<file path="config.mk">
export PLATFORM = sky130hd
export DESIGN_NAME = tone_sequencer
export DESIGN_NICKNAME = d
export VERILOG_FILES = /design/src/rtl/tone_sequencer.sv
export SDC_FILE = /design/constraint.sdc
export NUM_CORES = 1
export LEC_CHECK = 0
export CAP_MARGIN = 20
export CORE_MARGIN = 2
export CORE_UTILIZATION = 60
export CTS_BUF_LIST = sky130_fd_sc_hd__clkbuf_4
export DETAILED_ROUTE_END_ITERATION = 10
export GPL_TIMING_DRIVEN = 0
export PLACE_DENSITY = 0.78
export SYNTH_ARGS = -nofsm -noshare
export SYNTH_HDL_FRONTEND = slang
export SYNTH_SLANG_ARGS = --single-unit
export TNS_END_PERCENT = 100
</file>
<file path="constraint.sdc">
create_clock -name clk -period 7.2 [get_ports clk]
set_input_delay 1.44 -clock clk [delete_from_list [all_inputs] [get_ports clk]]
set_output_delay 1.44 -clock clk [all_outputs]
set_load 0.02 [all_outputs]
</file>
<file path="src/rtl/tone_sequencer.sv">
// Note-table sequencer for the square-wave tone generator.
// Holds a DEPTH-entry table of {period, volume, duration} records, plays each
// entry for duration*TICK_DIV clock cycles, then inserts a silent gap of
// GAP_TICKS*TICK_DIV cycles before stepping to the next entry. An entry with
// duration 0 (or the last table slot) ends the sequence, or wraps to entry 0
// when loop is held high.
module tone_sequencer #(
  parameter int          DEPTH          = 16,
  parameter int          AW             = 4,
  parameter int          TICK_DIV       = 50000,
  parameter int          GAP_TICKS      = 1,
  parameter logic [15:0] DEFAULT_PERIOD = 16'd14205
) (
  input  logic          clk,
  input  logic          rst_n,
  input  logic          wr_en,
  input  logic [AW-1:0] wr_addr,
  input  logic [31:0]   wr_data,
  input  logic          start,
  input  logic          stop,
  input  logic          loop,
  output logic [15:0]   period,
  output logic [7:0]    volume,
  output logic          playing,
  output logic [AW-1:0] note_idx,
  output logic          done
);

  typedef enum logic [1:0] {
    S_IDLE,
    S_PLAY,
    S_GAP,
    S_END
  } state_t;

  // Prescaler width covers 0..TICK_DIV-1; keep at least one bit when TICK_DIV is 1.
  localparam int PW = (TICK_DIV > 1) ? $clog2(TICK_DIV) : 1;
  // Tick counter must hold both an 8-bit note duration and the gap length.
  localparam int TW = ($clog2(GAP_TICKS + 1) > 8) ? $clog2(GAP_TICKS + 1) : 8;

  localparam logic [PW-1:0] PRE_MAX  = PW'(TICK_DIV - 1);
  localparam logic [AW-1:0] LAST_IDX = AW'(DEPTH - 1);
  localparam logic [TW-1:0] GAP_LOAD = TW'(GAP_TICKS);
  localparam logic [TW-1:0] CNT_ONE  = TW'(1);

  // Registered state
  state_t          state;
  logic [PW-1:0]   prescaler;
  logic [TW-1:0]   tick_cnt;

  // Next-state values
  state_t          state_n;
  logic [15:0]     period_n;
  logic [7:0]      volume_n;
  logic            playing_n;
  logic [AW-1:0]   note_idx_n;
  logic            done_n;
  logic [PW-1:0]   prescaler_n;
  logic [TW-1:0]   tick_cnt_n;

  // Transition helpers
  logic            tick;
  logic            advance;
  logic            load_req;
  logic [AW-1:0]   load_idx;
  logic            end_req;
  logic            play_req;
  logic [AW-1:0]   play_idx;
  logic [31:0]     play_entry;
  logic [31:0]     entry_sel;
  logic [31:0]     entry_zero;

  logic [31:0]     note_table [DEPTH];

  assign tick = (prescaler == PRE_MAX);

  // Note table: synchronous write, combinational read (a same-cycle load sees old data).
  // NOTE: the table has no reset; it is plain storage and must survive rst_n.
  always_ff @(posedge clk) begin
    if (wr_en) begin
      note_table[wr_addr] <= wr_data;
    end
  end

  // State and output registers with synchronous active-low reset.
  // NOTE: sequential state uses non-blocking assignments so every register
  // samples pre-edge values regardless of statement order.
  always_ff @(posedge clk) begin
    if (!rst_n) begin
      state     <= S_IDLE;
      period    <= DEFAULT_PERIOD;
      volume    <= '0;
      playing   <= 1'b0;
      note_idx  <= '0;
      done      <= 1'b0;
      prescaler <= '0;
      tick_cnt  <= '0;
    end else begin
      state     <= state_n;
      period    <= period_n;
      volume    <= volume_n;
      playing   <= playing_n;
      note_idx  <= note_idx_n;
      done      <= done_n;
      prescaler <= prescaler_n;
      tick_cnt  <= tick_cnt_n;
    end
  end

  // Next-state logic: timing in PLAY/GAP, the combinational ADVANCE step,
  // Load() resolution including end-marker handling, then start/stop overrides.
  // NOTE: every variable gets a default first so no path can infer a latch.
  always_comb begin
    state_n     = state;
    period_n    = period;
    volume_n    = volume;
    playing_n   = playing;
    note_idx_n  = note_idx;
    done_n      = 1'b0;
    prescaler_n = prescaler;
    tick_cnt_n  = tick_cnt;
    advance     = 1'b0;
    load_req    = 1'b0;
    load_idx    = '0;
    end_req     = 1'b0;
    play_req    = 1'b0;
    play_idx    = '0;
    play_entry  = '0;

    case (state)
      S_IDLE: begin
        if (start) begin
          load_req = 1'b1;
        end
      end
      S_PLAY: begin
        prescaler_n = tick ? '0 : prescaler + 1'b1;
        if (tick) begin
          tick_cnt_n = tick_cnt - 1'b1;
          if (tick_cnt == CNT_ONE) begin
            if (GAP_TICKS > 0) begin
              state_n    = S_GAP;
              volume_n   = '0;
              tick_cnt_n = GAP_LOAD;
            end else begin
              advance = 1'b1;
            end
          end
        end
      end
      S_GAP: begin
        prescaler_n = tick ? '0 : prescaler + 1'b1;
        if (tick) begin
          tick_cnt_n = tick_cnt - 1'b1;
          if (tick_cnt == CNT_ONE) begin
            advance = 1'b1;
          end
        end
      end
      S_END: begin
        state_n = S_IDLE;
      end
      default: begin
        state_n = S_IDLE;
      end
    endcase

    // ADVANCE: step forward, wrap when looping, or finish at the last slot.
    if (advance) begin
      if (note_idx != LAST_IDX) begin
        load_req = 1'b1;
        load_idx = note_idx + 1'b1;
      end else if (loop) begin
        load_req = 1'b1;
      end else begin
        end_req = 1'b1;
      end
    end

    // A start while a sequence is running restarts it from entry 0.
    if (start && (state == S_PLAY || state == S_GAP)) begin
      load_req = 1'b1;
      load_idx = '0;
      end_req  = 1'b0;
    end

    // Load(): an end marker wraps to entry 0 when looping from a nonzero
    // index; a marker at entry 0 always ends the sequence.
    entry_sel  = note_table[load_idx];
    entry_zero = note_table[0];
    if (load_req) begin
      if (entry_sel[7:0] != 8'd0) begin
        play_req   = 1'b1;
        play_idx   = load_idx;
        play_entry = entry_sel;
      end else if (loop && load_idx != '0 && entry_zero[7:0] != 8'd0) begin
        play_req   = 1'b1;
        play_idx   = '0;
        play_entry = entry_zero;
      end else begin
        end_req    = 1'b1;
        note_idx_n = (loop && load_idx != '0) ? '0 : load_idx;
      end
    end

    if (play_req) begin
      state_n     = S_PLAY;
      note_idx_n  = play_idx;
      period_n    = play_entry[31:16];
      volume_n    = play_entry[15:8];
      tick_cnt_n  = TW'(play_entry[7:0]);
      prescaler_n = '0;
      playing_n   = 1'b1;
    end

    if (end_req) begin
      state_n     = S_END;
      volume_n    = '0;
      playing_n   = 1'b0;
      done_n      = 1'b1;
      prescaler_n = '0;
    end

    // stop beats everything, including a simultaneous start.
    if (stop) begin
      state_n     = S_IDLE;
      volume_n    = '0;
      playing_n   = 1'b0;
      done_n      = 1'b0;
      prescaler_n = '0;
    end
  end

endmodule

</file>
==> flow_results.xml <==
<?xml version="1.0" encoding="UTF-8"?>
<metrics>
  <group name="cts">
    <metric name="tritoncts" unit="">built</metric>
    <metric name="clock-sinks" unit="">568</metric>
    <metric name="hold_buffers" unit="">0</metric>
    <metric name="cts.reportedPaths.clkPinSlew" unit="ns">0.06</metric>
    <metric name="clockBufferDepth" unit="">3</metric>
    <metric name="clkLatencyLatePin" unit="ns">0.90</metric>
    <metric name="cts_setup_buffers" unit="">0</metric>
    <metric name="cts.htree.levels" unit="">4</metric>
    <metric name="clock-root-buffer" unit="">sky130_fd_sc_hd__clkbuf_4</metric>
    <metric name="cts_made_buffers" unit="">145</metric>
    <metric name="ctsResizeCount" unit="">0</metric>
  </group>
  <group name="synthesis">
    <metric name="postSynthRegisterBits" unit="">568</metric>
    <metric name="number_of_cells_produced_by_synthesis" unit="">1897</metric>
    <metric name="seq_area_frac_synth" unit="%">69.75</metric>
    <metric name="synth_flop_type" unit="">sky130_fd_sc_hd__edfxtp_1</metric>
    <metric name="area_leader_netlist" unit="">sky130_fd_sc_hd__edfxtp_1</metric>
    <metric name="netlist_top_cells_area" unit="">sky130_fd_sc_hd__edfxtp_1 65%, sky130_fd_sc_hd__nand2_1 6.9%, sky130_fd_sc_hd__dfxtp_1 4.7%</metric>
    <metric name="post-synth-top-area-fraction" unit="%">65.01</metric>
    <metric name="post_synth_edffs" unit="">512</metric>
    <metric name="synthesis.area" unit="um^2">23650</metric>
    <metric name="yosysWarnings" unit="">0</metric>
    <metric name="post_synth_num_cell_types" unit="">84</metric>
    <metric name="synth_async_sr_flop_share" unit="%">0</metric>
    <metric name="synth_nets" unit="">1947</metric>
    <metric name="synth_area_per_inst" unit="um^2">12.47</metric>
  </group>
  <group name="placement">
    <metric name="post-dp-hpwl" unit="um">47630</metric>
    <metric name="place.port_buffers" unit="">71</metric>
    <metric name="global_placement_routability_congestion" unit="">0.9361</metric>
  </group>
  <group name="critical_path">
    <metric name="timing.rr.start" unit="">note_idx[1]</metric>
    <metric name="worst-r2r-cell-count" unit="">13</metric>
    <metric name="maximum_fanout_count_along_the_critical_path" unit="">10</metric>
    <metric name="worstPathArrival" unit="ns">6.21</metric>
    <metric name="timing.critical_path.from_type" unit="">input port</metric>
    <metric name="regToRegSetupSlack" unit="ns">2.04</metric>
    <metric name="crit_path_end_kind" unit="">flip-flop</metric>
    <metric name="worstReg2RegEnd" unit="">tick_cnt[3]</metric>
    <metric name="worst_ep_required" unit="ns">7.93</metric>
    <metric name="setup.worst_path.class" unit="">input port to flip-flop</metric>
  </group>
  <group name="power">
    <metric name="sw_frac_of_total" unit="%">22.45</metric>
    <metric name="int_pwr" unit="mW">5.339</metric>
    <metric name="p_per_area" unit="nW/um^2">249.9</metric>
    <metric name="clock_power_share" unit="%">42.4</metric>
    <metric name="power.net_switching" unit="mW">1.546</metric>
    <metric name="sequentialPowerShare" unit="%">53.6</metric>
    <metric name="total_power" unit="mW">6.885</metric>
    <metric name="leakage" unit="nW">9.581</metric>
    <metric name="power.combinational.fraction" unit="%">3.9</metric>
    <metric name="worst_ir_drop_vdd" unit="V">0.0001512</metric>
  </group>
  <group name="route">
    <metric name="post_drt_via_cell_ratio" unit="">6.466</metric>
    <metric name="drt-pass1-iter-count" unit="">6</metric>
    <metric name="detailedRoute.firstIterationViolations" unit="">2641</metric>
    <metric name="route.vias.total" unit="">17970</metric>
    <metric name="drc" unit="">0</metric>
    <metric name="antenna_violating_nets_post_route" unit="">0</metric>
    <metric name="wl_per_cell" unit="um">25.75</metric>
    <metric name="finalWirelength" unit="um">71570</metric>
  </group>
  <group name="run">
    <metric name="cap_violations" unit="">0</metric>
  </group>
  <group name="global_routing">
    <metric name="first_global_vias" unit="">17660</metric>
    <metric name="first_pass_grt_wire_length" unit="um">105500</metric>
    <metric name="grt_use_total" unit="%">35.08</metric>
    <metric name="antenna_found_initial" unit="">1</metric>
    <metric name="grt_start_max_net_pins" unit="">25</metric>
    <metric name="grt-ovfl-total" unit="">0</metric>
  </group>
  <group name="floorplanning">
    <metric name="io_pins" unit="">72</metric>
    <metric name="chipWidth" unit="um">202.5</metric>
    <metric name="number_of_standard_cell_rows_in_the_floorplan" unit="">72</metric>
    <metric name="floorplan.core_area" unit="um^2">38740</metric>
    <metric name="die_area" unit="um^2">41020</metric>
    <metric name="start_util" unit="%">61.05</metric>
    <metric name="die_boundary_height" unit="um">202.5</metric>
  </group>
  <group name="worst_hold_path">
    <metric name="timing.hold.worst_endpoint" unit="">volume[3]</metric>
    <metric name="worst_hold_path_type" unit="">flip-flop to flip-flop</metric>
    <metric name="timing.hold.worst.start" unit="">volume[3]</metric>
    <metric name="hold_path_depth" unit="">2</metric>
  </group>
  <group name="sta">
    <metric name="period_needed" unit="ns">5.480</metric>
    <metric name="setup_viol" unit="">0</metric>
    <metric name="hold_violations" unit="">0</metric>
    <metric name="totalNegativeSetupSlack" unit="ns">0</metric>
    <metric name="final.period_utilization" unit="%">76.12</metric>
    <metric name="clock_skew" unit="ns">0.07318</metric>
    <metric name="slew_headroom" unit="%">24.10</metric>
    <metric name="drv_slew" unit="">0</metric>
    <metric name="maxClockFrequency" unit="MHz">182.5</metric>
    <metric name="rsz_0062_raised_after_global_routing" unit="">false</metric>
    <metric name="timing_worst_slew_pin_value" unit="ns">1.134</metric>
  </group>
  <group name="outcome">
    <metric name="run_status" unit="">completed</metric>
  </group>
  <group name="layout">
    <metric name="utilization" unit="%">71.11</metric>
    <metric name="fin_nets" unit="">2193</metric>
    <metric name="final_layout_size_suffix_gt1_share" unit="%">15.58</metric>
    <metric name="area.growth.synth_to_final" unit="%">16.48</metric>
  </group>
</metrics>
==> worst max-delay path by stage <==
stage,start,to,slack (ns),cells past startpoint
3_3_place_gp,wr_en,note_table[12][19],-0.18,3
4_1_cts,start,volume[6],1.99,12
5_1_grt,start,volume[6],1.72,12
3_5_place_dp,start,period[8],1.13,12
2_1_floorplan,wr_addr[3],note_table[0][0],2.58,2
6_report,start,volume[6],1.72,12
==> cell usage in the layout (no fill, tap or decap), types with 7 or more instances in the layout <==
cell type	count
sky130_fd_sc_hd__a211oi_1	32
sky130_fd_sc_hd__nor2_1	54
sky130_fd_sc_hd__o221ai_1	7
sky130_fd_sc_hd__buf_2	23
sky130_fd_sc_hd__ha_1	8
sky130_fd_sc_hd__clkinv_2	7
sky130_fd_sc_hd__a21oi_1	43
sky130_fd_sc_hd__o21ai_0	25
sky130_fd_sc_hd__xor2_1	9
sky130_fd_sc_hd__edfxtp_1	512
sky130_fd_sc_hd__buf_1	12
sky130_fd_sc_hd__and2_1	10
sky130_fd_sc_hd__nand4_1	11
sky130_fd_sc_hd__a211o_1	10
sky130_fd_sc_hd__nand2_1	433
sky130_fd_sc_hd__dfxtp_1	56
sky130_fd_sc_hd__nor3_1	28
sky130_fd_sc_hd__buf_12	7
sky130_fd_sc_hd__clkinv_1	21
sky130_fd_sc_hd__nor2_4	12
sky130_fd_sc_hd__o22a_1	8
sky130_fd_sc_hd__clkbuf_4	228
sky130_fd_sc_hd__nor2b_1	7
sky130_fd_sc_hd__clkbuf_1	70
sky130_fd_sc_hd__a22o_1	9
sky130_fd_sc_hd__mux2i_1	21
sky130_fd_sc_hd__buf_6	18
sky130_fd_sc_hd__inv_1	12
sky130_fd_sc_hd__a31oi_1	62
sky130_fd_sc_hd__nand3_1	190
sky130_fd_sc_hd__and3_1	80
sky130_fd_sc_hd__clkdlybuf4s50_1	71
sky130_fd_sc_hd__o22ai_1	8
==> cells in the mapped netlist, drive strengths merged, types with 12 or more instances <==
cell type,number
a211oi,32
a21oi,43
a31oi,63
and3,80
buf,43
clkbuf,70
dfxtp,56
edfxtp,512
inv,13
mux2i,21
nand2,434
nand3,192
nand4,12
nor2,66
nor3,35
o21ai,30
==> power by group through the flow <==
stage	Clock, mW	Sequential (mW)	Combinational, mW
floorplan	0	3.77	0.105
global placement	0	3.76	0.241
detailed placement	0	3.76	0.262
CTS	2.92	3.69	0.264
global route	3.09	3.70	0.284
finish	2.92	3.69	0.270
==> per-stage QoR <==
step / cells / area, um^2 / hold WS [ns] / worst slack, ns
floorplan: 1897 / 23650 / 0.4594 / 2.580
global placement: 2486 / 25010 / 0.4505 / -0.1758
detailed placement: 2513 / 25560 / 0.4582 / 1.131
CTS: 2777 / 27540 / 0.4638 / 1.992
global route: 2779 / 27550 / 0.4829 / 1.722
finish: 2779 / 27550 / 0.4596 / 1.720
==> critical path, cell delays in order <==
cell and delay (ns):
sky130_fd_sc_hd__clkdlybuf4s50_1 0.54, sky130_fd_sc_hd__a21boi_2 0.46, sky130_fd_sc_hd__nand2_2 0.28, sky130_fd_sc_hd__clkbuf_1 0.36, sky130_fd_sc_hd__nor2_1 0.94, sky130_fd_sc_hd__clkbuf_1 0.62, sky130_fd_sc_hd__nand3_1 0.18, sky130_fd_sc_hd__and3_1 0.25
sky130_fd_sc_hd__a31oi_1 0.22, sky130_fd_sc_hd__nor3b_1 0.08, sky130_fd_sc_hd__nor3_1 0.68, sky130_fd_sc_hd__a21boi_1 0.12
==> state kept, by name, indices dropped and copies added, names as in the netlist <==
register,flops
volume,8
done,1
period,16
note_table,512
state,2
playing,1
tick_cnt,8
note_idx,4
prescaler,16
==> layout make-up <==
| type | count | area (um^2) |
|---|---|---|
| Sequential cell | 568 | 16500 |
| Inverter | 14 | 52.55 |
| Timing Repair Buffer | 99 | 1162 |
| Clock buffer | 228 | 1712 |
| Tap cell | 518 | 648.1 |
| Fill cell | 2626 | 11190 |
| Clock inverter | 36 | 262.8 |
| Antenna cell | 1 | 2.502 |
| Multi-Input combinational cell | 1202 | 6706 |
| Buffer | 113 | 504.2 |
==> per-layer routing <==
metal | share of wire [%] | GRT usage [%] | routed length [um]
met1 | 37 | 47.37 | 26390
met2 | 45 | 53.62 | 32310
met3 | 14 | 9.181 | 9750
met4 | 4.4 | 16.79 | 3114
met5 | 0 | 0 | 0
==> cells by family (layout without fill, tap and decap cells) <==
| family | after synthesis | in the layout | share of synthesized area, % |
|---|---|---|---|
| buf+inv | 127 | 490 | 2.354 |
| other cells | 0 | 1 | 0 |
| fa+ha+maj | 8 | 8 | 0.4233 |
| xor+xnor | 17 | 17 | 0.6931 |
| compound gates | 283 | 283 | 8.582 |
| simple gates | 867 | 867 | 17.02 |
| flops | 568 | 568 | 69.75 |
| mux | 27 | 27 | 1.175 |
Power figures use the tool's default switching activity.
